## config.mk

```make
export PLATFORM = sky130hd
export DESIGN_NAME = spi_flash_rd_seq
export DESIGN_NICKNAME = d
export VERILOG_FILES = /design/src/rtl/spi_pkg.sv /design/src/rtl/spi_wb_mstr_port.sv /design/src/rtl/spi_flash_rd_seq.sv
export SDC_FILE = /design/constraint.sdc
export NUM_CORES = 1
export LEC_CHECK = 0
export BUFFER_PORTS_ARGS = -buffer_cell sky130_fd_sc_hd__buf_4
export CORE_MARGIN = 3
export CORE_UTILIZATION = 35
export CTS_CLUSTER_DIAMETER = 150
export DETAILED_ROUTE_END_ITERATION = 10
export PLACE_DENSITY_LB_ADDON = 0.3
export SLEW_MARGIN = 20
export SYNTH_ARGS = -nofsm -noshare
export SYNTH_HDL_FRONTEND = slang
export SYNTH_SLANG_ARGS = --single-unit
```

## constraint.sdc

```tcl
create_clock -name wb_clk_i -period 5.53 [get_ports wb_clk_i]
set_input_delay 1.106 -clock wb_clk_i [delete_from_list [all_inputs] [get_ports wb_clk_i]]
set_output_delay 1.106 -clock wb_clk_i [all_outputs]
set_load 0.005 [all_outputs]
```

## src/rtl/spi_pkg.sv

```systemverilog
`default_nettype none
// ============================================================================
// Package : spi_pkg
// Register map, CS modes and read-sequencer state encoding for SPI_wb.
// Rev 1.0
// ============================================================================
package spi_pkg;

  localparam logic [2:0] REG_SCKDIV = 3'd0;
  localparam logic [2:0] REG_SCTRL  = 3'd1;
  localparam logic [2:0] REG_TDATA  = 3'd2;
  localparam logic [2:0] REG_RDATA  = 3'd3;
  localparam logic [2:0] REG_CSCTRL = 3'd4;
  localparam logic [2:0] REG_DCTRL  = 3'd5;

  localparam int SCTRL_BUSY_BIT = 31;
  localparam int HDR_BYTES      = 4;

  localparam logic [1:0] CSMODE_AUTO = 2'b00;
  localparam logic [1:0] CSMODE_HOLD = 2'b11;

  typedef enum logic [3:0] {
    ST_INIT_DIV  = 4'd0,
    ST_INIT_CTRL = 4'd1,
    ST_IDLE      = 4'd2,
    ST_CS_ON     = 4'd3,
    ST_TX        = 4'd4,
    ST_POLL      = 4'd5,
    ST_RX        = 4'd6,
    ST_PUSH      = 4'd7,
    ST_CS_OFF    = 4'd8,
    ST_DONE      = 4'd9
  } rd_state_e;

  // Byte shifted out for position bc: opcode, 3 address bytes, then dummies.
  function automatic logic [7:0] tx_byte(input logic [8:0]  bc,
                                         input logic [23:0] addr,
                                         input logic [7:0]  cmd);
    case (bc)
      9'd0:    return cmd;
      9'd1:    return addr[23:16];
      9'd2:    return addr[15:8];
      9'd3:    return addr[7:0];
      default: return 8'h00;
    endcase
  endfunction

  function automatic logic [31:0] csctrl_word(input logic [31:0] acs,
                                              input logic [1:0]  mode);
    return (acs << 24) | {30'd0, mode};
  endfunction

endpackage
`default_nettype wire

```

## src/rtl/spi_wb_mstr_port.sv

```systemverilog
`default_nettype none
// ============================================================================
// Module : spi_wb_mstr_port
// Single-outstanding Wishbone master; registered done/rdata one cycle after ack.
// Rev 1.0
// ============================================================================
module spi_wb_mstr_port (
  input  logic        clk,
  input  logic        rst_n,
  input  logic        start_i,
  input  logic        we_i,
  input  logic [2:0]  adr_i,
  input  logic [31:0] dat_i,
  input  logic [3:0]  sel_i,
  output logic        busy_o,
  output logic [31:0] rdata_o,
  output logic        done_o,
  output logic [2:0]  m_adr_o,
  output logic [31:0] m_dat_o,
  input  logic [31:0] m_dat_i,
  output logic        m_we_o,
  output logic [3:0]  m_sel_o,
  output logic        m_stb_o,
  input  logic        m_ack_i
);

  logic        stb_q,   stb_d;
  logic        we_q,    we_d;
  logic [2:0]  adr_q,   adr_d;
  logic [31:0] dat_q,   dat_d;
  logic [3:0]  sel_q,   sel_d;
  logic        done_q,  done_d;
  logic [31:0] rdata_q, rdata_d;

  always_comb begin
    stb_d   = stb_q;
    we_d    = we_q;
    adr_d   = adr_q;
    dat_d   = dat_q;
    sel_d   = sel_q;
    rdata_d = rdata_q;
    done_d  = 1'b0;
    if (stb_q) begin
      if (m_ack_i) begin
        stb_d   = 1'b0;
        done_d  = 1'b1;
        rdata_d = m_dat_i;
      end
    end else if (start_i && !done_q) begin
      // Address phase fields are frozen here and held until ack.
      stb_d = 1'b1;
      we_d  = we_i;
      adr_d = adr_i;
      dat_d = dat_i;
      sel_d = sel_i;
    end
  end

  always_ff @(posedge clk or negedge rst_n) begin
    if (!rst_n) begin
      stb_q   <= 1'b0;
      we_q    <= 1'b0;
      adr_q   <= 3'd0;
      dat_q   <= 32'd0;
      sel_q   <= 4'd0;
      done_q  <= 1'b0;
      rdata_q <= 32'd0;
    end else begin
      stb_q   <= stb_d;
      we_q    <= we_d;
      adr_q   <= adr_d;
      dat_q   <= dat_d;
      sel_q   <= sel_d;
      done_q  <= done_d;
      rdata_q <= rdata_d;
    end
  end

  assign busy_o  = stb_q | done_q;
  assign done_o  = done_q;
  assign rdata_o = rdata_q;
  assign m_stb_o = stb_q;
  assign m_we_o  = we_q;
  assign m_adr_o = adr_q;
  assign m_dat_o = dat_q;
  assign m_sel_o = sel_q;

endmodule
`default_nettype wire

```

## src/rtl/spi_flash_rd_seq.sv

```systemverilog
`default_nettype none
// ============================================================================
// Module : spi_flash_rd_seq
// Drives SPI_wb over Wishbone to perform SPI-flash READ (opcode, addr, dummies).
// Rev 1.0
// ============================================================================
module spi_flash_rd_seq
  import spi_pkg::*;
#(
  parameter int             NCS         = 4,
  parameter logic [NCS-1:0] CS_SEL      = NCS'(1),
  parameter logic [31:0]    SCKDIV      = 32'd1,
  parameter logic           CPOL        = 1'b0,
  parameter logic           CPHA        = 1'b0,
  parameter logic [7:0]     READ_CMD    = 8'h03,
  parameter int             START_POLLS = 4
) (
  input  logic        wb_clk_i,
  input  logic        wb_rstn_i,
  input  logic        req_valid_i,
  output logic        req_ready_o,
  input  logic [23:0] req_addr_i,
  input  logic [7:0]  req_len_i,
  output logic        rd_valid_o,
  input  logic        rd_ready_i,
  output logic [7:0]  rd_data_o,
  output logic        done_o,
  output logic [2:0]  m_adr_o,
  output logic [31:0] m_dat_o,
  input  logic [31:0] m_dat_i,
  output logic        m_we_o,
  output logic [3:0]  m_sel_o,
  output logic        m_stb_o,
  input  logic        m_ack_i
);

  localparam int PW = $clog2(START_POLLS + 1);

  rd_state_e   state_q, state_d;
  logic [23:0] addr_q, addr_d;
  logic [7:0]  len_q, len_d;
  logic [8:0]  bc_q, bc_d;
  logic [PW-1:0] poll_q, poll_d;
  logic        seen_q, seen_d;
  logic [7:0]  rd_data_q, rd_data_d;

  logic        acc_go, acc_we;
  logic [2:0]  acc_adr;
  logic [31:0] acc_dat;
  logic [3:0]  acc_sel;
  logic        port_busy, port_done;
  logic [31:0] port_rdata;
  logic        busy_bit, byte_end;
  logic        unused_rdata;

  assign busy_bit     = port_rdata[SCTRL_BUSY_BIT];
  assign unused_rdata = ^port_rdata[30:8];

  always_comb begin
    state_d   = state_q;
    addr_d    = addr_q;
    len_d     = len_q;
    bc_d      = bc_q;
    poll_d    = poll_q;
    seen_d    = seen_q;
    rd_data_d = rd_data_q;
    acc_go    = 1'b0;
    acc_we    = 1'b1;
    acc_adr   = REG_SCKDIV;
    acc_dat   = 32'd0;
    acc_sel   = 4'hF;
    byte_end  = 1'b0;

    unique case (state_q)
      ST_INIT_DIV: begin
        acc_go  = 1'b1;
        acc_dat = SCKDIV;
        if (port_done) state_d = ST_INIT_CTRL;
      end
      ST_INIT_CTRL: begin
        acc_go  = 1'b1;
        acc_adr = REG_SCTRL;
        acc_dat = {27'd0, 1'b0, 1'b0, CPHA, CPOL, 1'b1};
        acc_sel = 4'h1;
        if (port_done) state_d = ST_IDLE;
      end
      ST_IDLE: begin
        if (req_valid_i) begin
          addr_d  = req_addr_i;
          len_d   = req_len_i;
          bc_d    = 9'd0;
          state_d = ST_CS_ON;
        end
      end
      ST_CS_ON: begin
        acc_go  = 1'b1;
        acc_adr = REG_CSCTRL;
        acc_dat = csctrl_word(32'(CS_SEL), CSMODE_HOLD);
        acc_sel = 4'h9;
        if (port_done) state_d = ST_TX;
      end
      ST_TX: begin
        acc_go  = 1'b1;
        acc_adr = REG_TDATA;
        acc_dat = {24'd0, tx_byte(bc_q, addr_q, READ_CMD)};
        acc_sel = 4'h1;
        poll_d  = '0;
        seen_d  = 1'b0;
        if (port_done) state_d = ST_POLL;
      end
      ST_POLL: begin
        acc_go  = 1'b1;
        acc_we  = 1'b0;
        acc_adr = REG_SCTRL;
        if (port_done) begin
          if (seen_q) begin
            byte_end = !busy_bit;
          end else if (busy_bit) begin
            seen_d = 1'b1;
          end else begin
            // A transfer too short to ever catch busy=1 still completes.
            poll_d   = (poll_q == PW'(START_POLLS)) ? poll_q : poll_q + PW'(1);
            byte_end = (poll_q + PW'(1) >= PW'(START_POLLS));
          end
          if (byte_end) begin
            if (bc_q < 9'(HDR_BYTES)) begin
              bc_d    = bc_q + 9'd1;
              state_d = ST_TX;
            end else begin
              state_d = ST_RX;
            end
          end
        end
      end
      ST_RX: begin
        acc_go  = 1'b1;
        acc_we  = 1'b0;
        acc_adr = REG_RDATA;
        if (port_done) begin
          rd_data_d = port_rdata[7:0];
          state_d   = ST_PUSH;
        end
      end
      ST_PUSH: begin
        if (rd_ready_i) begin
          if (bc_q - 9'(HDR_BYTES) == {1'b0, len_q}) begin
            state_d = ST_CS_OFF;
          end else begin
            bc_d    = bc_q + 9'd1;
            state_d = ST_TX;
          end
        end
      end
      ST_CS_OFF: begin
        acc_go  = 1'b1;
        acc_adr = REG_CSCTRL;
        acc_dat = csctrl_word(32'(CS_SEL), CSMODE_AUTO);
        acc_sel = 4'h9;
        if (port_done) state_d = ST_DONE;
      end
      ST_DONE: state_d = ST_IDLE;
      default: state_d = ST_INIT_DIV;
    endcase
  end

  always_ff @(posedge wb_clk_i or negedge wb_rstn_i) begin
    if (!wb_rstn_i) begin
      state_q   <= ST_INIT_DIV;
      addr_q    <= 24'd0;
      len_q     <= 8'd0;
      bc_q      <= 9'd0;
      poll_q    <= '0;
      seen_q    <= 1'b0;
      rd_data_q <= 8'd0;
    end else begin
      state_q   <= state_d;
      addr_q    <= addr_d;
      len_q     <= len_d;
      bc_q      <= bc_d;
      poll_q    <= poll_d;
      seen_q    <= seen_d;
      rd_data_q <= rd_data_d;
    end
  end

  assign req_ready_o = (state_q == ST_IDLE);
  assign rd_valid_o  = (state_q == ST_PUSH);
  assign done_o      = (state_q == ST_DONE);
  assign rd_data_o   = rd_data_q;

  spi_wb_mstr_port u_port (
    .clk     (wb_clk_i),
    .rst_n   (wb_rstn_i),
    .start_i (acc_go && !port_busy),
    .we_i    (acc_we),
    .adr_i   (acc_adr),
    .dat_i   (acc_dat),
    .sel_i   (acc_sel),
    .busy_o  (port_busy),
    .rdata_o (port_rdata),
    .done_o  (port_done),
    .m_adr_o (m_adr_o),
    .m_dat_o (m_dat_o),
    .m_dat_i (m_dat_i),
    .m_we_o  (m_we_o),
    .m_sel_o (m_sel_o),
    .m_stb_o (m_stb_o),
    .m_ack_i (m_ack_i)
  );

endmodule
`default_nettype wire

```

== After elaboration in Yosys (flattened, before gate mapping) ==
Index checks and enable logic that the tools add are counted.

* Add/sub/neg operators: 3
* $lt $le $gt $ge: 2
* Equality and inequality tests: 29
* Muxes and demuxes: 44
* Bitwise operators: 2
* Reductions and logical operators: 23

{| class="wikitable"
|+ Operators by type and width
! cell !! number
|-
| 25-bit one-hot mux with 4 select lines || 1
|-
| 9-bit 2-to-1 mux || 6
|-
| 4-bit 2-to-1 mux || 11
|-
| 4-bit one-hot mux with 10 select lines || 1
|-
| 8-bit one-hot mux with 4 select lines || 1
|-
| 9-bit one-hot mux with 3 select lines || 1
|-
| 9-bit by 2-bit equality test with 1-bit output, second input constant || 2
|-
| 4-bit by 3-bit equality test with 1-bit output, second input constant || 4
|-
| 2-bit by 1-bit != test with 1-bit output, second input constant || 8
|-
| 1-bit 2-to-1 mux || 14
|-
| 2-bit != test, second input constant || 7
|-
| 3-bit 2-to-1 mux || 4
|-
| 3-bit one-hot mux with 4 select lines || 1
|-
| 10-bit AND reduction || 1
|-
| 2-bit AND reduction || 5
|-
| 2-bit OR reduction || 5
|-
| 9-bit by 1-bit adder with 9-bit output, second input constant || 1
|-
| 9-bit by 1-bit equality test with 1-bit output, second input constant || 1
|-
| 9-bit by 8-bit equality test with 1-bit output || 1
|-
| 9-bit zero test || 1
|-
| 9-bit by 3-bit < comparator with 1-bit output, second input constant || 1
|-
| 9-bit by 3-bit subtractor with 9-bit output, second input constant || 1
|-
| 4-bit by 2-bit equality test with 1-bit output, second input constant || 2
|-
| 4-bit equality test, second input constant || 2
|-
| other kinds (18) || 21
|}

* Flip-flop bits (word level): 131
* Input port bits: 69
* Logic and storage cells: 117

== Logic depth before layout (Yosys ltp) ==
* Word-level depth: 9
* Mapped depth: 10
* Depth with buffers taken out: 8

== By module ==
A second synthesis with hierarchy kept.

* Cell total of the unflattened synthesis: 458
* Area, all modules: 6020.8 um2

{| class="wikitable"
|+ Modules (own cells, without submodules)
! module !! instances !! cells each !! area each (um2) !! seq. area each (um2)
|-
| spi_flash_rd_seq || 1 || 299 || 3198.1 || 1426.4
|-
| spi_wb_mstr_port || 1 || 159 || 2822.7 || 1851.8
|}

== Worst setup path before layout ==
OpenSTA, ideal clock, no wires.

* Kind: input port to flip-flop
* Start point: input port rd_ready_i
* End point: register addr_q[13]
* Arrival: 2613 ps
* Setup slack: 2793 ps
* Stages: 8
* Path buffers: 2
* Path through: inv_1 -> a31oi_1 -> nor3b_1 -> or4_1 -> buf_6 -> nor2_8 -> buf_6 -> mux2_2

{| class="wikitable"
|+ RTL lines
! what !! line !! RTL
|-
| start, declared || spi_flash_rd_seq.sv:25 || <nowiki>input logic rd_ready_i,</nowiki>
|-
| end signal, assigned || spi_flash_rd_seq.sv:177 || <nowiki>addr_q <= addr_d;</nowiki>
|-
| end, declared || spi_flash_rd_seq.sv:40 || <nowiki>logic [23:0] addr_q, addr_d;</nowiki>
|}

== Worst setup path in the final report ==
* Start point: register bc_q[2]
* End point: register bc_q[0]

* Word-level cells in the longest chain between the ends: 4

{| class="wikitable"
|+ Ends and longest elaborated chain
! what !! line !! RTL
|-
| start, declared || spi_flash_rd_seq.sv:42 || <nowiki>logic [8:0] bc_q, bc_d;</nowiki>
|-
| start signal, assigned || spi_flash_rd_seq.sv:171 || <nowiki>bc_q <= 9'd0;</nowiki>
|-
| start signal, assigned || spi_flash_rd_seq.sv:179 || <nowiki>bc_q <= bc_d;</nowiki>
|-
| 9-bit by 3-bit subtractor with 9-bit output || spi_flash_rd_seq.sv:146 || <nowiki>if (bc_q - 9'(HDR_BYTES) == {1'b0, len_q}) begin</nowiki>
|-
| 9-bit by 8-bit equality test with 1-bit output || spi_flash_rd_seq.sv:146 ||
|-
| 2-bit != test (no line) || - ||
|-
| 7-bit AND reduction (no line) * || - ||
|}

Every way passes the cells marked *; elsewhere a longest branch is shown, timed or not.
A chain may end at the register's enable or synchronous reset.

==> key figures <==
Routing
  – DRC violations left: 0
  – Drt first-iter violations: 217
  – Routed length per instance: 14.9 um
  – Pre-antenna DRT Iters: 4
  – Via density: 5.02
  – Total number of vias: 3001
  – Post-Route WL: 8890 um
  – Post-DRT Antenna Nets: 0

Yosys
  – Post-synthesis compound-gate area fraction: 10.8%
  – Top_reg_cell synth: dfrtp_1
  – Simple-gate portion of the synthesized area: 12.8%
  – Area share of fa/ha/maj cells after synthesis: 2.63%
  – Mapped Avg Cell Area: 11.0 um2
  – Largest family of logic cells by synthesized area: multiplexers
  – FF+latch count, synth: 83
  – Synthesized cell area: 4280 um2
  – Cells after Synth: 388
  – Number of flops mapped to enable cells by yosys: 0
  – Synth unique cells: 53
  – Yosys Warn Count: 0
  – Mux contribution to synthesized area: 14.6%
  – Ys async rst share: 100%
  – XOR/XNOR Fraction of Synth Area: 1.84%
  – Seq/Total Area, Yosys: 48.5%

Worst setup path
  – R2R Path Start: bc_q[2]
  – Kind of critical path: reg2reg
  – R2r endpoint: bc_q[0]
  – Largest fanout on the critical path: 10
  – CP startpoint kind: register
  – CP Capture Type: register
  – CP cell instances: inv_1, ha_1, o21ba_2, a221oi_1, o2111ai_1, a221oi_2, a21o_1, mux2i_1
  – Critical Path AT: 3.41 ns
  – Slowest Stage Delay on Critical Path: 0.62 ns
  – Reg2reg setup slack: 2.37 ns
  – Crit path required time: 5.78 ns
  – CP startpoint: bc_q[2]
  – Crit path capture: bc_q[0]
  – R2R depth: 8
  – Worst path slowest cell: a221oi_2

Min path
  – Hold crit path type: reg2reg

Global routing
  – Global-route wire length before repair: 14700 um
  – Initial antenna violation count: 0
  – Number of global-route vias before repair: 2951
  – Pin count of the biggest net entering global routing: 84
  – GRT Total Usage: 13.8%
  – Grt total ovfl: 0

Layout
  – Antenna diode count: 0
  – Layout cell share with drive strength beyond 1: 29.9%
  – Syn-to-layout area delta: 18.7%
  – Post-layout util: 43.6%
  – FF/Latch Area: 2080 um2
  – Most common cell after layout, fill and taps aside: dfrtp_1
  – Most frequent cells in the layout: dfrtp_1 (83), buf_4 (73), mux2_2 (38)
  – Multi-input gate area: 1910 um2
  – Fill count: 1092
  – Nets: 528

Placement
  – # port buffers: 74
  – Detailed placer's ending HPWL: 6260 um
  – Setup WS pre-CTS: 2.16 ns
  – Gpl congestion: 0.782

Die
  – Core area: 11700 um2
  – Die Ht: 117 um
  – Row count: 39
  – Overall die width: 117 um
  – # IOs: 121
  – Initial Utilization: 36.7%
  – DIE AREA: 13600 um2

Power and ir drop
  – VDD IR max: 282 uV
  – P per Cell Area: 522 nW/um2
  – Power, Total: 2.66 mW
  – Lkg Pwr: 2.31 nW

STA
  – Final worst setup slack: 2.37 ns
  – Final setup TNS: 0 ns
  – Final Max Slew Viols: 0
  – Unrepaired setup endpoints after global routing: no
  – Final critical-path required period: 3.16 ns
  – Rel. slew slack: 44.7%
  – Period utilization: 57.1%
  – # setup viols final: 0
  – Post-route clock skew: 0.00929 ns
  – Final Hold Fails: 0
  – Worst-Margin Slew: 0.827 ns
  – Fmax: 317 MHz

Clock network
  – TritonCTS clock tree: yes
  – Worst-path clk slew: 0.06 ns
  – Root Buffer: clkbuf_16
  – Number of buffers added for setup after CTS: 0
  – Post_cts resized: 0
  – Hold buffer count at CTS: 0
  – Clock buffer count from CTS: 9
  – CTS Sinks: 83
  – Clk buf depth: 2
  – Clk Latency, worst-skew pair: 0.34 ns
  – H-tree Lvls: 3

Run status
  – Outcome: finished clean

Flow run
  – # Max-Cap Violations: 0
## state kept, by name, summed over array words and instances, names as in the netlist
register and cells:
u_port.m_adr_o 2, u_port.m_dat_o 9, u_port.m_sel_o 3, poll_q 3, u_port.rdata_o 9, rd_data_o 8
u_port.m_we_o 1, addr_q 24, seen_q 1, len_q 8, state_q 4, u_port.done_o 1
u_port.m_stb_o 1, bc_q 9
## worst max-delay path, delay by kind of cell (launching register included)
family	cells	cell delay, ns
adders and majority gates	1	0.32
AOI/OAI and AO/OA	5	1.83
buffers and inverters	1	0.14
muxes	1	0.25
DFF	1	0.53
## layout make-up
class	instances	share of cell area [%]
clock buffers	10	4.70
flip-flops and latches	83	40.9
inverters	12	0.886
clock inverters	6	1.40
repair buffers	74	11.0
well taps	143	3.52
multi-input cells	270	37.6
## metal layers
layer | GRT usage [%] | vias to the layer above | part of all wire (%)
li1 | - | 1457 | -
met1 | 18.6 | 1451 | 45
met2 | 21.4 | 89 | 47
met3 | 4.61 | 4 | 7.0
met4 | 3.67 | 0 | 0.50
met5 | 0 | - | 0
## Yosys cell counts, types with 3 or more instances
cell type,n,area (um2)
a21oi_1,11,55.1
ha_1,9,113
xor2_1,4,35.0
buf_6,7,78.8
mux2i_1,6,60.1
o21a_1,3,22.5
buf_2,3,15.0
xnor2_1,5,43.8
clkbuf_1,7,26.3
a31oi_1,5,31.3
o31ai_1,4,30.0
a222oi_1,6,60.1
buf_4,28,210
o21ai_0,23,115
and3_1,3,18.8
mux2_2,38,428
nor3_1,14,70.1
dfrtp_1,83,2080
inv_1,12,45.0
nor4_1,5,31.3
nand2_1,35,131
nand3_1,11,55.1
mux2_1,12,135
nand2b_1,5,31.3
o22a_1,4,35.0
nor2_1,15,56.3
## power by group
group          total, mW  switching [mW]  internal [mW]
Sequential          1.05           0.191          0.856
Combinational      0.997           0.490          0.507
Clock              0.611           0.245          0.366
Total               2.66           0.926           1.73
## how the worst min path moves through the flow
stage,from,to,cells past startpoint
4_1_cts,u_port.m_sel_o[0],u_port.m_sel_o[0],1
3_3_place_gp,u_port.m_dat_o[3],u_port.m_dat_o[3],2
3_5_place_dp,u_port.m_sel_o[0],u_port.m_sel_o[0],1
6_report,u_port.m_sel_o[0],u_port.m_sel_o[0],1
5_1_grt,addr_q[1],addr_q[1],1
2_1_floorplan,addr_q[2],addr_q[2],1
## logic make-up (layout without fill, tap and decap cells)
kind of cell	Yosys count	in the layout
flops	83	83
xor+xnor	9	9
fa+ha+maj	9	9
simple gates	104	104
compound gates	69	69
other cells	1	23
buf+inv	57	102
mux	56	56
## through the flow
stage               hold slack, ns  cell area (um2)  std cells
finish                       0.482             5080        598
global placement             0.466             4770        582
global route                 0.511             5080        598
CTS                          0.483             5080        598
floorplan                    0.458             4360        410
detailed placement           0.468             4770        582
Power figures use the tool's default switching activity.
